## src/rtl/ctl_shot.sv

```systemverilog
// Shot controller: turns left-button presses into rate-limited shots, tests each
// shot against the duck hitbox and tracks the remaining ammunition in BCD.
module ctl_shot #(
  parameter int AMMO_START      = 10,
  parameter int DUCK_W          = 64,
  parameter int DUCK_H          = 64,
  parameter int COOLDOWN_FRAMES = 8
) (
  input  logic        clk,
  input  logic        rst,
  input  logic        new_frame,
  input  logic        mouse_left,
  input  logic [11:0] mouse_x,
  input  logic [11:0] mouse_y,
  input  logic [10:0] duck_x,
  input  logic [10:0] duck_y,
  input  logic        duck_show,
  input  logic        reload,
  output logic        shot,
  output logic        hit,
  output logic [3:0]  ammo_tens,
  output logic [3:0]  ammo_ones,
  output logic        empty,
  output logic [1:0]  dbg_state
);

  typedef enum logic [1:0] {
    ST_ARMED = 2'd0,
    ST_EVAL  = 2'd1,
    ST_HOLD  = 2'd2,
    ST_EMPTY = 2'd3
  } state_e;

  localparam logic [3:0]  TENS_INIT = 4'(AMMO_START / 10);
  localparam logic [3:0]  ONES_INIT = 4'(AMMO_START % 10);
  localparam logic [7:0]  CD_MAX    = 8'(COOLDOWN_FRAMES);
  localparam logic [12:0] BOX_W     = 13'(DUCK_W);
  localparam logic [12:0] BOX_H     = 13'(DUCK_H);

  state_e      state_q, state_d;
  logic        btn_d_q, btn_d_d;
  logic [11:0] mx_q, mx_d;
  logic [11:0] my_q, my_d;
  logic [7:0]  cnt_q, cnt_d;
  logic [3:0]  tens_q, tens_d;
  logic [3:0]  ones_q, ones_d;
  logic        shot_q, shot_d;
  logic        hit_q, hit_d;
  logic        empty_q, empty_d;

  logic        press;
  logic        ammo_zero;
  logic [12:0] mx_ext, my_ext;
  logic [12:0] box_x0, box_y0, box_x1, box_y1;
  logic        in_box;

  assign press     = mouse_left & ~btn_d_q;
  assign ammo_zero = (tens_q == 4'd0) && (ones_q == 4'd0);

  // 13-bit arithmetic so a duck near the right/bottom edge cannot wrap its box.
  assign mx_ext = {1'b0, mx_q};
  assign my_ext = {1'b0, my_q};
  assign box_x0 = {2'b00, duck_x};
  assign box_y0 = {2'b00, duck_y};
  assign box_x1 = box_x0 + BOX_W;
  assign box_y1 = box_y0 + BOX_H;
  assign in_box = duck_show
                  && (mx_ext >= box_x0) && (mx_ext < box_x1)
                  && (my_ext >= box_y0) && (my_ext < box_y1);

  always_comb begin
    state_d = state_q;
    btn_d_d = mouse_left;
    mx_d    = mx_q;
    my_d    = my_q;
    cnt_d   = cnt_q;
    tens_d  = tens_q;
    ones_d  = ones_q;
    shot_d  = 1'b0;
    hit_d   = 1'b0;

    if (reload) begin
      state_d = ST_ARMED;
      cnt_d   = 8'd0;
      tens_d  = TENS_INIT;
      ones_d  = ONES_INIT;
    end else begin
      case (state_q)
        ST_ARMED: begin
          if (press) begin
            mx_d    = mouse_x;
            my_d    = mouse_y;
            state_d = ST_EVAL;
          end
        end
        ST_EVAL: begin
          shot_d = 1'b1;
          hit_d  = in_box;
          cnt_d  = 8'd0;
          if (ones_q != 4'd0) begin
            ones_d = ones_q - 4'd1;
          end else begin
            ones_d = 4'd9;
            tens_d = tens_q - 4'd1;
          end
          state_d = ST_HOLD;
        end
        ST_HOLD: begin
          if (new_frame && (cnt_q != CD_MAX)) begin
            cnt_d = cnt_q + 8'd1;
          end
          // Re-arm only once the cooldown has elapsed and the button is up.
          if ((cnt_q == CD_MAX) && !mouse_left) begin
            state_d = ammo_zero ? ST_EMPTY : ST_ARMED;
          end
        end
        ST_EMPTY: begin
          state_d = ST_EMPTY;
        end
        default: begin
          state_d = ST_ARMED;
        end
      endcase
    end

    empty_d = (state_d == ST_EMPTY);
  end

  always_ff @(posedge clk or negedge rst) begin
    if (!rst) begin
      state_q <= ST_ARMED;
      btn_d_q <= 1'b1;
      mx_q    <= 12'd0;
      my_q    <= 12'd0;
      cnt_q   <= 8'd0;
      tens_q  <= TENS_INIT;
      ones_q  <= ONES_INIT;
      shot_q  <= 1'b0;
      hit_q   <= 1'b0;
      empty_q <= 1'b0;
    end else begin
      state_q <= state_d;
      btn_d_q <= btn_d_d;
      mx_q    <= mx_d;
      my_q    <= my_d;
      cnt_q   <= cnt_d;
      tens_q  <= tens_d;
      ones_q  <= ones_d;
      shot_q  <= shot_d;
      hit_q   <= hit_d;
      empty_q <= empty_d;
    end
  end

  assign shot      = shot_q;
  assign hit       = hit_q;
  assign ammo_tens = tens_q;
  assign ammo_ones = ones_q;
  assign empty     = empty_q;
  assign dbg_state = state_q;

endmodule

```

## config.mk

```make
export PLATFORM = sky130hd
export DESIGN_NAME = ctl_shot
export DESIGN_NICKNAME = d
export VERILOG_FILES = /design/src/rtl/ctl_shot.sv
export SDC_FILE = /design/constraint.sdc
export NUM_CORES = 1
export LEC_CHECK = 0
export ABC_CLOCK_PERIOD_IN_PS = 2500
export BUFFER_PORTS_ARGS = -buffer_cell sky130_fd_sc_hd__buf_4
export CELL_PAD_IN_SITES_DETAIL_PLACEMENT = 0
export CELL_PAD_IN_SITES_GLOBAL_PLACEMENT = 1
export CORE_MARGIN = 2
export CORE_UTILIZATION = 40
export DETAILED_ROUTE_END_ITERATION = 7
export HOLD_SLACK_MARGIN = 0.08
export PLACE_DENSITY_LB_ADDON = 0.08
export SLEW_MARGIN = 10
export SYNTH_ARGS = -nofsm -noshare
export SYNTH_HDL_FRONTEND = slang
export SYNTH_SLANG_ARGS = --single-unit
```

## constraint.sdc

```tcl
create_clock -name clk -period 2.5 [get_ports clk]
set_input_delay 0.5 -clock clk [delete_from_list [all_inputs] [get_ports clk]]
set_output_delay 0.5 -clock clk [all_outputs]
set_load 0.05 [all_outputs]
```

After elaboration in Yosys (flattened, before gate mapping)
Index checks and enable logic that the tools add are counted.
{ "word_totals": {"ff_bits": 46, "input_bits": 52, "output_inout_bits": 13, "elab_cells": 65} }
{ "op_classes": {"add_sub_neg": 5, "n_lt_le_gt_ge": 4, "n_eq_ne": 8, "muxes": 18, "n_bitwise": 3, "reduce_logical": 17} }
{ "op_table": {"columns": ["cell", "count"], "rows": [
  ["11-bit by 7-bit adder with 12-bit output (second input constant)", 2],
  ["12-bit by 11-bit >= comparator with 1-bit output", 2],
  ["12-bit less-than comparator", 2],
  ["4-bit two-way mux", 6],
  ["8-bit two-way mux", 2],
  ["8-bit one-hot mux with 2 select lines", 1],
  ["8-bit by 1-bit adder with 8-bit output (second input constant)", 1],
  ["8-bit by 4-bit equality test with 1-bit output (second input constant)", 1],
  ["4-bit logical NOT", 2],
  ["2-bit two-way mux", 4],
  ["8-bit by 4-bit != test with 1-bit output (second input constant)", 1],
  ["2-bit one-hot mux with 4 select lines", 1],
  ["4-bit by 1-bit subtractor with 4-bit output (second input constant)", 2],
  ["1-bit logical AND", 7],
  ["2-bit equality test (second input constant)", 3],
  ["1-bit two-way mux", 4],
  ["2-bit AND reduction", 2],
  ["4-bit nonzero test", 1],
  ["3-bit != test (second input constant)", 1],
  ["3-bit AND reduction", 1],
  ["3-bit nonzero test", 1],
  ["2-bit by 1-bit equality test with 1-bit output (second input constant)", 1],
  ["2-bit logical NOT", 1],
  ["2-bit != test (second input constant)", 1],
  ["other kinds (4)", 5]
]} }

Depth between registers and ports, before layout
{ "depth": {"ltp_word": 7, "mapped_depth": 10, "depth_no_buf": 10} }

Worst setup path before layout
Ideal clock, no wire load.
{ "synth_path": {"path_kind": "input-to-reg", "startpoint": "input port duck_y[2]", "endpoint": "register hit_q, in the netlist hit", "setup_ns": 0.068, "arrival_ns": 1.990, "required_ns": 2.432, "setup_slack_ns": 0.442, "stages": 8, "path_buffers": 0, "cell_sequence": "inv_1 -> ha_1 -> nand2_2 -> o21ai_1 -> or3b_1 -> a2111o_1 -> a31oi_1 -> and4b_1"} }
{ "synth_via": {"elab_chain_len": 5, "elab_cells_between_ends": 7, "cone_classes": "1 x add/sub; 2 x order compare; 2 x mux; 2 x reduce/logical"} }
{ "synth_rtl": {"columns": ["element", "line_no", "source"], "rows": [
  ["start: declaration", "16", "input logic [10:0] duck_y,"],
  ["11-bit by 7-bit adder with 12-bit output or 12-bit by 11-bit >= comparator with 1-bit output (tied branches)", "66, 69", null],
  ["12-bit less-than comparator or 1-bit logical AND (tied branches)", "69", "&& (my_ext >= box_y0) && (my_ext < box_y1);"],
  ["1-bit logical AND (*)", "69", null],
  ["1-bit two-way mux (*)", "88", "case (state_q)"],
  ["1-bit two-way mux (*)", "82", "if (reload) begin"],
  ["via hit_d", "48", "logic hit_q, hit_d;"],
  ["end signal: assignment", "150", "hit_q <= hit_d;"],
  ["end: declaration", "48", null]
]} }
Mark *: on every way through the listed nets, which the timed path passes. The rest lies on a longest branch.
A chain may end at the register's enable or synchronous reset.

Worst setup path in the final report
{ "layout_path": {"startpoint": "register my_q[2]", "endpoint": "register hit_q, in the netlist hit"} }
{ "layout_via": {"elab_chain_len": 5, "elab_cells_between_ends": 6, "cone_classes": "2 x order compare; 2 x mux; 2 x reduce/logical"} }
{ "layout_rtl": {"columns": ["element", "line_no", "source"], "rows": [
  ["start: declaration", "43", "logic [11:0] my_q, my_d;"],
  ["start signal: assignment", "145", "my_q <= my_d;"],
  ["12-bit by 11-bit >= comparator with 1-bit output", "69", null],
  ["1-bit logical AND", "69", null],
  ["1-bit logical AND (*)", "69", null],
  ["1-bit two-way mux (*)", "88", null],
  ["1-bit two-way mux (*)", "82", null],
  ["via hit_d", "48", null]
]} }
Marks and branches as above.

==> impl_metrics.env <==
export IMPL_cts_buffers_inserted=5
export IMPL_fp_row_count=31
export IMPL_cts_resized=0
export IMPL_fp_dieH_um=90.1
export IMPL_worst_slew_pin_slew_ps=597
export IMPL_p_per_area_nw_per_um2=591
export IMPL_drc=0
export IMPL_crit_slowest_cell="a2111o_1"
export IMPL_area_delta_synth_final_pct=24.8
export IMPL_globalRouteTotalUtil=0.161
export IMPL_core_um2=7210
export IMPL_skew_ps=3.18
export IMPL_cts_sinks=46
export IMPL_wl_per_cell_um=13.1
export IMPL_ff2ff_path_depth=7
export IMPL_ys_warn_count=0
export IMPL_initial_utilization=0.411
export IMPL_clk_pin_slew_ps=90
export IMPL_cp_cell_sequence="ha_1, nand2_2, o21ai_1, or3b_1, a2111o_1, a31oi_1, and4b_1"
export IMPL_grt_first_pass_wirelength_um=10600
export IMPL_first_pass_iters=4
export IMPL_post_route_util=0.513
export IMPL_min_period_ps=2070
export IMPL_ys_ff_latch=46
export IMPL_layout_common_cells="buf_4, dfrtp_1, ha_1"
export IMPL_die_width_um=90.1
export IMPL_synth_cell_type_count=42
export IMPL_cp_data_required_time_ps=2740
export IMPL_diodes=0
export IMPL_post_cts_buffers=0
export IMPL_cp_num_buf_inv=0
export IMPL_relSlewSlack=0.602
export IMPL_netlist_top_cells_area="dfrtp_1, ha_1, mux2_1, inv_1, nor2_1"
export IMPL_r2r_end="hit"
export IMPL_fmax_mhz=484
export IMPL_outcome="complete, no violations"
export IMPL_power_mw=2.19
export IMPL_final_common_cell="buf_4"
export IMPL_grt_pass1_vias=2264
export IMPL_ant_nets=0
export IMPL_start_kind="register"
export IMPL_grt_max_degree=47
export IMPL_worstSetupPathType="reg -> reg"
export IMPL_fin_crit_sh=0.826
export IMPL_cp_max_fo=2
export IMPL_hpwl_um=4700
export IMPL_vias=2305
export IMPL_drt_iter0_drc=68
export IMPL_gp_congestion=0.815
export IMPL_hold_viol_final=0
export IMPL_max_cap_violations=0
export IMPL_yosysSeqAreaShare=0.389
export IMPL_peakVddDrop_mv=0.211
export IMPL_setup_violations=0
export IMPL_routed_wl_um=6140
export IMPL_clockBufferDepth=2
export IMPL_cp_slowest_stage_delay_ps=410
export IMPL_slew_viol_final=0
export IMPL_hold_buffers=0
export IMPL_port_buffers=64
export IMPL_ys_dominant_reg_cell="dfrtp_1"
export IMPL_htree_levels=2
export IMPL_ioPinCount=65
export IMPL_yosys_area_top_type="dfrtp_1"
export IMPL_grt_ovfl_total=0
export IMPL_synth_top_area_share=0.371
export IMPL_power_leakage_nw=1.84
export IMPL_synth_area_um2=2970
export IMPL_synth_edf_count=0
export IMPL_syn_nets=395
export IMPL_worst_r2r_setup_slack_ps=430
export IMPL_worstSkewPairLatency_ps=300
export IMPL_drive_gt1_frac=0.216
export IMPL_tritoncts="done"
export IMPL_hp_class="in -> async"
export IMPL_fin_hold_ws_ps=203
export IMPL_setup_tns_ps=0
export IMPL_cp_top_family="compound AO/OA/AOI/OAI gates"
export IMPL_syn_instance_count=302
export IMPL_syn_area_per_cell_um2=9.82
export IMPL_viasPerCell=4.90
export IMPL_r2r_start="my_q[2]"
export IMPL_fin_nets=463
export IMPL_endpoint_kind="register"
export IMPL_design_die_area_um2=8120
export IMPL_cts_root_buf="clkbuf_8"
export IMPL_rsz0062_at_grt="no"
export IMPL_arrival_ps=2310
export IMPL_antenna_found_initial=0
export IMPL_async_flop_share=1.00
Yosys cell counts (2+ instances only):
| cell type | n |
|---|---|
| buf_2 | 2 |
| xor2_1 | 4 |
| o21ai_0 | 7 |
| nand2b_1 | 7 |
| a21o_1 | 5 |
| nand4b_1 | 2 |
| and3_1 | 3 |
| a211oi_1 | 4 |
| inv_1 | 31 |
| xnor2_1 | 7 |
| ha_1 | 41 |
| nand3_1 | 12 |
| nor2b_1 | 4 |
| dfrtp_1 | 44 |
| dfstp_2 | 2 |
| o31ai_1 | 3 |
| o21ai_1 | 11 |
| nand2_1 | 19 |
| a21oi_1 | 16 |
| nor2_1 | 25 |
| nor3_1 | 7 |
| or2_2 | 2 |
| mux2_1 | 24 |
| clkbuf_1 | 2 |
flip-flops by register name, summed over array words and instances (netlist names):
| name | count |
|---|---|
| mx_q | 12 |
| my_q | 12 |
| cnt_q | 8 |
| ammo_ones | 4 |
| ammo_tens | 4 |
| dbg_state | 2 |
| btn_d_q | 1 |
| empty | 1 |
| hit | 1 |
| shot | 1 |
where the power goes:
| group | total, mW | internal [mW] | leakage, nW | switching (mW) |
|---|---|---|---|---|
| registers | 0.922 | 0.843 | 0.583 | 0.0797 |
| logic | 0.581 | 0.290 | 1.19 | 0.290 |
| clock network | 0.685 | 0.426 | 0.0714 | 0.258 |
metal layers:
| layer | track usage | vias up | share of wire |
|---|---|---|---|
| met3 | 0.0461 | 4 | 0.045 |
| met1 | 0.212 | 1074 | 0.46 |
| met2 | 0.263 | 41 | 0.49 |
| met5 | 0 | - | 0 |
| li1 | - | 1186 | - |
| met4 | 0.0372 | 0 | 0.0083 |
worst max-delay path by stage:
stage | startpoint | end | slack, ps | depth (start not counted)
floorplan | duck_y[2] | hit | 440 | 8
global placement | duck_y[6] | hit | 260 | 11
detailed placement | duck_y[6] | hit | 250 | 9
CTS | my_q[2] | hit | 420 | 7
global route | my_q[2] | hit | 330 | 7
finish | my_q[2] | hit | 430 | 7
worst reg2reg max path, stage by stage (launching register included):
cell      delay (ps)
dfrtp_1          390
ha_1             310
nand2_2           50
o21ai_1          120
or3b_1           370
a2111o_1         410
a31oi_1          150
and4b_1          210
area by class of cell:
cell class | count | area, um^2
Inverter | 31 | 116
Clock inverter | 2 | 60.1
Tap cell | 99 | 124
Timing Repair Buffer | 65 | 488
Clock buffer | 6 | 82.6
Fill cell | 733 | 3510
Multi-Input combinational cell | 221 | 1680
Sequential cell | 46 | 1150
cell families after synthesis:
family / share of synthesized area
DFF: 0.389
AOI/OAI and AO/OA: 0.114
muxes: 0.0911
xor gates and xnor gates: 0.0325
and+or+nand+nor: 0.155
buffers and inverters: 0.0451
adders and majority gates: 0.173
stage by stage:
stage / area [um^2] / std cells / worst slack (ps)
after floorplan: 2970 / 302 / 442
after global placement: 3560 / 462 / 260
after detailed placement: 3560 / 462 / 246
after CTS: 3700 / 470 / 422
after global routing: 3700 / 470 / 330
final: 3700 / 470 / 435
Note: power is estimated with default switching activity, not from simulation.
